**config.mk**
```make
export PLATFORM = sky130hd
export DESIGN_NAME = mem_ctrl
export DESIGN_NICKNAME = d
export VERILOG_FILES = /design/src/rtl/mem_ctrl_pkg.sv /design/src/rtl/mem_byte_buf.sv /design/src/rtl/mem_ctrl.sv
export SDC_FILE = /design/constraint.sdc
export NUM_CORES = 1
export LEC_CHECK = 0
export CAP_MARGIN = 20
export CORE_MARGIN = 8
export CORE_UTILIZATION = 50
export CTS_CLUSTER_DIAMETER = 150
export DETAILED_ROUTE_END_ITERATION = 12
export HOLD_SLACK_MARGIN = 0.1
export PLACE_DENSITY_LB_ADDON = 0.3
export SLEW_MARGIN = 20
export SYNTH_ARGS = -nofsm -noshare
export SYNTH_HDL_FRONTEND = slang
export SYNTH_SLANG_ARGS = --single-unit
export TNS_END_PERCENT = 5
```
**constraint.sdc**
```tcl
create_clock -name clk -period 3.3 [get_ports clk]
set_clock_uncertainty 0.15 [all_clocks]
set_input_delay 0.66 -clock clk [delete_from_list [all_inputs] [get_ports clk]]
set_output_delay 0.66 -clock clk [all_outputs]
set_load 0.01 [all_outputs]
```
**src/rtl/mem_ctrl_pkg.sv**
```systemverilog
// Shared types and helpers for the byte-serial RAM controller.
package mem_ctrl_pkg;

  typedef enum logic [2:0] {
    IDLE,
    IF_RD,
    MEM_RD,
    MEM_WR,
    DONE
  } state_t;

  localparam logic [1:0] LEN_B = 2'b00;
  localparam logic [1:0] LEN_H = 2'b01;
  localparam logic [1:0] LEN_W = 2'b10;

  // Length code 2'b11 is treated as a word access.
  function automatic logic [2:0] len_to_beats(input logic [1:0] len);
    case (len)
      LEN_B:   return 3'd1;
      LEN_H:   return 3'd2;
      default: return 3'd4;
    endcase
  endfunction

endpackage

```
**src/rtl/mem_byte_buf.sv**
```systemverilog
// Four-lane byte capture register; merged shows the stored word with the selected lane replaced by din.
module mem_byte_buf (
  input  logic        clk,
  input  logic        rst,
  input  logic        clr,
  input  logic        we,
  input  logic [1:0]  lane,
  input  logic [7:0]  din,
  output logic [31:0] merged
);

  logic [31:0] data;

  always_comb begin
    merged = data;
    case (lane)
      2'd0:    merged[7:0]   = din;
      2'd1:    merged[15:8]  = din;
      2'd2:    merged[23:16] = din;
      default: merged[31:24] = din;
    endcase
  end

  always_ff @(posedge clk) begin
    if (rst || clr) begin
      data <= '0;
    end else if (we) begin
      data <= merged;
    end
  end

endmodule

```
**src/rtl/mem_ctrl.sv**
```systemverilog
// Arbitrates the IF and MEM stages onto one 8-bit synchronous RAM port,
// serialising each access into little-endian byte beats.
module mem_ctrl
  import mem_ctrl_pkg::*;
(
  input  logic        clk,
  input  logic        rst,
  input  logic        jump_i,
  input  logic        if_req_i,
  input  logic [31:0] if_addr_i,
  output logic        if_busy_o,
  output logic        if_done_o,
  output logic [31:0] if_inst_o,
  input  logic        mem_req_i,
  input  logic        mem_we_i,
  input  logic [1:0]  mem_len_i,
  input  logic [31:0] mem_addr_i,
  input  logic [31:0] mem_wdata_i,
  output logic        mem_busy_o,
  output logic        mem_done_o,
  output logic [31:0] mem_rdata_o,
  input  logic [7:0]  ram_din_i,
  output logic [7:0]  ram_dout_o,
  output logic [31:0] ram_a_o,
  output logic        ram_wr_o
);

  state_t      state;
  logic [31:0] addr_q;
  logic [31:0] wdata_q;
  logic [2:0]  beats_q;
  logic [2:0]  beat;
  logic [2:0]  beat_nx;
  logic [31:0] next_a;
  logic [7:0]  wbyte;
  logic        rd_state;
  logic        buf_we;
  logic [1:0]  buf_lane;
  logic [31:0] buf_merged;

  assign if_busy_o  = if_req_i & ~if_done_o;
  assign mem_busy_o = mem_req_i & ~mem_done_o;

  assign beat_nx  = beat + 3'd1;
  assign next_a   = addr_q + {29'd0, beat_nx};
  assign rd_state = (state == IF_RD) || (state == MEM_RD);
  // RAM data lags the address by one cycle, so beat k captures lane k-1.
  assign buf_we   = rd_state && (beat != 3'd0);
  assign buf_lane = beat[1:0] - 2'd1;

  always_comb begin
    case (beat_nx[1:0])
      2'd0:    wbyte = wdata_q[7:0];
      2'd1:    wbyte = wdata_q[15:8];
      2'd2:    wbyte = wdata_q[23:16];
      default: wbyte = wdata_q[31:24];
    endcase
  end

  mem_byte_buf u_buf (
    .clk    (clk),
    .rst    (rst),
    .clr    (state == IDLE),
    .we     (buf_we),
    .lane   (buf_lane),
    .din    (ram_din_i),
    .merged (buf_merged)
  );

  always_ff @(posedge clk) begin
    if (rst) begin
      state       <= IDLE;
      beat        <= '0;
      addr_q      <= '0;
      wdata_q     <= '0;
      beats_q     <= '0;
      ram_a_o     <= '0;
      ram_dout_o  <= '0;
      ram_wr_o    <= 1'b0;
      if_done_o   <= 1'b0;
      mem_done_o  <= 1'b0;
      if_inst_o   <= '0;
      mem_rdata_o <= '0;
    end else begin
      if_done_o  <= 1'b0;
      mem_done_o <= 1'b0;
      case (state)
        IDLE: begin
          beat <= '0;
          if (mem_req_i) begin
            addr_q  <= mem_addr_i;
            wdata_q <= mem_wdata_i;
            beats_q <= len_to_beats(mem_len_i);
            ram_a_o <= mem_addr_i;
            if (mem_we_i) begin
              state      <= MEM_WR;
              ram_wr_o   <= 1'b1;
              ram_dout_o <= mem_wdata_i[7:0];
            end else begin
              state <= MEM_RD;
            end
          end else if (if_req_i && !jump_i) begin
            addr_q  <= if_addr_i;
            beats_q <= 3'd4;
            ram_a_o <= if_addr_i;
            state   <= IF_RD;
          end
        end
        IF_RD, MEM_RD: begin
          if (state == IF_RD && jump_i) begin
            state   <= IDLE;
            beat    <= '0;
            ram_a_o <= '0;
          end else if (beat == beats_q) begin
            state <= DONE;
            beat  <= '0;
            if (state == IF_RD) begin
              if_done_o <= 1'b1;
              if_inst_o <= buf_merged;
            end else begin
              mem_done_o  <= 1'b1;
              mem_rdata_o <= buf_merged;
            end
          end else begin
            beat    <= beat_nx;
            ram_a_o <= (beat_nx < beats_q) ? next_a : '0;
          end
        end
        MEM_WR: begin
          if (beat_nx < beats_q) begin
            beat       <= beat_nx;
            ram_a_o    <= next_a;
            ram_dout_o <= wbyte;
          end else begin
            state      <= DONE;
            beat       <= '0;
            ram_wr_o   <= 1'b0;
            ram_a_o    <= '0;
            ram_dout_o <= '0;
            mem_done_o <= 1'b1;
          end
        end
        default: state <= IDLE;
      endcase
    end
  end

endmodule

```
==> impl_metrics.toml <==
[sta]
relSlewSlack_pct = 55.9
finalHoldViolCount = 0
setup_viol = 0
worst_slew_pin_slew_ns = 0.662
final.setup.tns_ns = 0
drv_slew = 0
fin_crit_ns = 3.00
fmax_mhz = 333
rsz0062_at_grt = "no"
timing.final.crit_share_pct = 90.9
setup_slack_ns = 0.301

[finish]
antenna_cells = 0
syn_to_final_growth_pct = 31.6
fin_nets = 1387
fin_util_pct = 67.0
drive_gt1_share_pct = 5.80

[synth]
synth_area_mm2 = 0.00949
ys_warn_count = 0
syn_avg_cell_area_um2 = 8.66
ys_ff_latch = 212
synth.yosys.seq_area_share_pct = 44.7
synth.distinct_cells = 55
ys_async_sr_fraction_pct = 0
netlist_instances = 1096
syn_nets = 1222
synth_edf_count = 0
synth_flop_cell = "dfxtp_1"

[grt]
grt_pass1_wl_um = 42900
grt.total_usage_pct = 21.7
antenna_found_initial = 0
overflow = 0
grt_max_degree = 120
grt_pass1_vias = 8348

[floorplanning]
die_x_um = 154
die_h_um = 154
die_area_mm2 = 0.0237
row_count = 50
core_mm2 = 0.0186
start_util_pct = 50.9
io-pin-count = 221

[setup_path]
r2r-start = "beat[1]"
path_cells = "inv_1, ha_1, inv_1, fa_1, nor2b_2, o211ai_2, buf_4, nor3_1, xor2_1, a211oi_1, nor3_1"
r2r_end = "ram_a_o[18]"
crit_type = "register to register"
cp_data_required_time_ns = 3.51
critPathArrivalTime_ns = 3.21
crit_fanout = 6
end_kind = "register"
reg2reg_depth = 11
max_stage_delay_ns = 0.44
r2r_setup_slack_ns = 0.30
critPathLaunchType = "register"
cpMaxStageDelayCell = "dfxtp_1"

[clock_network]
numCtsBuffers = 22
cts_setup_buffers = 0
clkTransAtPathRegs_ns = 0.06
worstSkewPairLatency_ns = 0.50
cts_resized = 0
clockBufferDepth = 3
cts_hold_buf = 0
cts-root-buf = "clkbuf_16"
cts_tree = "yes"
cts-htree-levels = 1
cts_sinks = 212

[drt]
vias = 8534
drt_iter0_drc = 545
drt_first_pass_iters = 7
viasPerCell = 5.66
drc_errors = 0
wire_per_inst_um = 17.8
detail-route-antenna-nets = 0
wirelength_um = 26800

[min_path]
min_from = "wdata_q[0]"
hp-class = "register to register"
holdPathStages = 2
min_to = "wdata_q[0]"

[pwr]
p_comb_share_pct = 20.7
internal-power_mw = 4.95
p_sw_mw = 1.87
irDropWorstVdd_uv = 397
p_leak_nw = 4.49
p_sw_share_pct = 27.4
p_seq_share_pct = 43.5
powerDensity_mw_per_mm2 = 546
clkPwrFrac_pct = 35.8

[placement]
gp_congestion = 0.845
post-dp-hpwl_um = 18900
port_buffers = 220
dp_worst_setup_slack_ns = 0.153

[run_status]
outcome = "complete, no violations"

[job]
max-cap-violations = 0
==> critical path, delay by kind of cell (launching register included) <==
family / cells / cell delay (ns)
xor gates and xnor gates: 1 / 0.09
and+or+nand+nor: 3 / 0.48
buffers and inverters: 3 / 0.43
adders and majority gates: 2 / 0.81
DFF: 1 / 0.44
AOI/OAI and AO/OA: 2 / 0.45
==> area by class of cell <==
class / count / area [µm²]
Multi-Input combinational cell: 774 / 4820
Timing Repair Buffer: 238 / 2370
Sequential cell: 212 / 4250
Inverter: 13 / 48.8
Clock inverter: 2 / 35.0
Fill cell: 1537 / 6150
Clock buffer: 36 / 684
Tap cell: 234 / 293
==> per-layer routing <==
metal	part of all wire (%)	global-route usage, %	vias to the layer above	wire length (µm)
li1	-	-	4183	-
met2	47	36.7	282	12700
met4	2.4	6.95	0	646
met3	8.0	5.80	41	2150
met1	42	26.3	4028	11400
met5	0	0	-	0
==> stage by stage <==
| stage | cell area, µm² | instances | hold slack, ns | total power, mW |
|---|---|---|---|---|
| 3_3_place_gp | 11800 | 1471 | 0.292 | 4.40 |
| 3_5_place_dp | 11800 | 1471 | 0.297 | 4.43 |
| 5_1_grt | 12500 | 1509 | 0.329 | 7.14 |
| 6_report | 12500 | 1509 | 0.305 | 6.82 |
| 4_1_cts | 12500 | 1509 | 0.306 | 6.88 |
| 2_1_floorplan | 9490 | 1096 | 0.286 | 3.78 |
==> registers in the layout, summed over array words and instances, names as in the netlist <==
register     count
addr_q          32
if_inst_o       32
mem_rdata_o     32
ram_a_o         32
u_buf.data      32
wdata_q         32
ram_dout_o       8
beat             3
beats_q          3
state            3
if_done_o        1
mem_done_o       1
ram_wr_o         1
==> cell usage after synthesis, types with 2 or more instances <==
cell      instances  area [µm²]
nand2_1          96         360
buf_4             2        15.0
nor2_1          214         803
a31oi_1           2        12.5
o21a_1            3        22.5
and2_1            6        37.5
nand2b_1          4        25.0
nor3_2            4        40.0
mux2i_1          96         961
a211oi_1        127         953
nand4_1           5        31.3
o21ai_0          13        65.1
and4_1            3        26.3
buf_1            15        56.3
nor2b_1           9        56.3
nor3_1           33         165
nand3b_1          3        22.5
buf_6             2        22.5
xor2_1           25         219
nand3_1           6        30.0
o211ai_1          2        15.0
buf_2            17        85.1
clkbuf_1         61         229
and3_1            2        12.5
dfxtp_1         212        4240
o21ai_1           3        15.0
o22ai_1           6        37.5
xnor2_1           4        35.0
nor4_1            8        50.1
inv_1            13        48.8
a211oi_2          3        37.5
or2_2             2        12.5
ha_1             13         163
a21oi_1          46         230
a222oi_1          8        80.1
a22oi_1           9        67.6
==> worst max-delay path by stage <==
| stage | startpoint | endpoint | slack [ns] | cells after the start |
|---|---|---|---|---|
| floorplan | beat[0] | ram_a_o[25] | 0.47 | 10 |
| global placement | beat[0] | ram_a_o[18] | 0.27 | 11 |
| detailed placement | beat[0] | ram_a_o[18] | 0.15 | 11 |
| CTS | beat[0] | ram_a_o[18] | 0.14 | 11 |
| global route | beat[1] | ram_a_o[18] | 0.07 | 11 |
| finish | beat[1] | ram_a_o[18] | 0.30 | 11 |
==> power by group through the flow <==
stage | logic (mW) | registers, mW | clock network [mW]
final | 1.41 | 2.97 | 2.44
after global placement | 1.39 | 3.01 | 0
after CTS | 1.42 | 2.97 | 2.49
after floorplan | 0.739 | 3.04 | 0
after global routing | 1.55 | 3.00 | 2.60
after detailed placement | 1.41 | 3.02 | 0
==> logic make-up after synthesis <==
family | after synthesis | synth area share, %
flip-flops | 212 | 44.7
adder cells (fa/ha/maj) | 14 | 1.92
multiplexers | 96 | 10.1
XOR/XNOR | 30 | 2.85
buffers and inverters | 110 | 4.81
AO/OA/AOI/OAI | 228 | 16.8
AND/OR/NAND/NOR | 406 | 18.8
==> cell usage in the layout, fill, tap and decap left out, types with 3 or more instances in the layout <==
cell,Yosys,final
o21ai_1,3,3
clkbuf_16,0,23
o21a_1,3,3
clkdlybuf4s50_1,0,218
xor2_1,25,25
o21ai_0,13,13
nor3_2,4,4
a211oi_2,3,3
clkbuf_8,0,6
nor4_1,8,8
nand3b_1,3,3
inv_1,13,13
buf_12,0,3
clkbuf_1,61,7
dfxtp_1,212,211
buf_4,2,15
nand4_1,5,5
a21oi_1,46,46
nand3_1,6,6
and2_1,6,6
and4_1,3,3
nand2_1,96,96
mux2i_1,96,96
nor2b_1,9,7
ha_1,13,13
a22oi_1,9,9
o22ai_1,6,6
nor2_1,214,212
a222oi_1,8,8
a211oi_1,127,127
nor3_1,33,33
xnor2_1,4,4
nand2b_1,4,4
No activity file was read; power rests on OpenSTA's default activity.
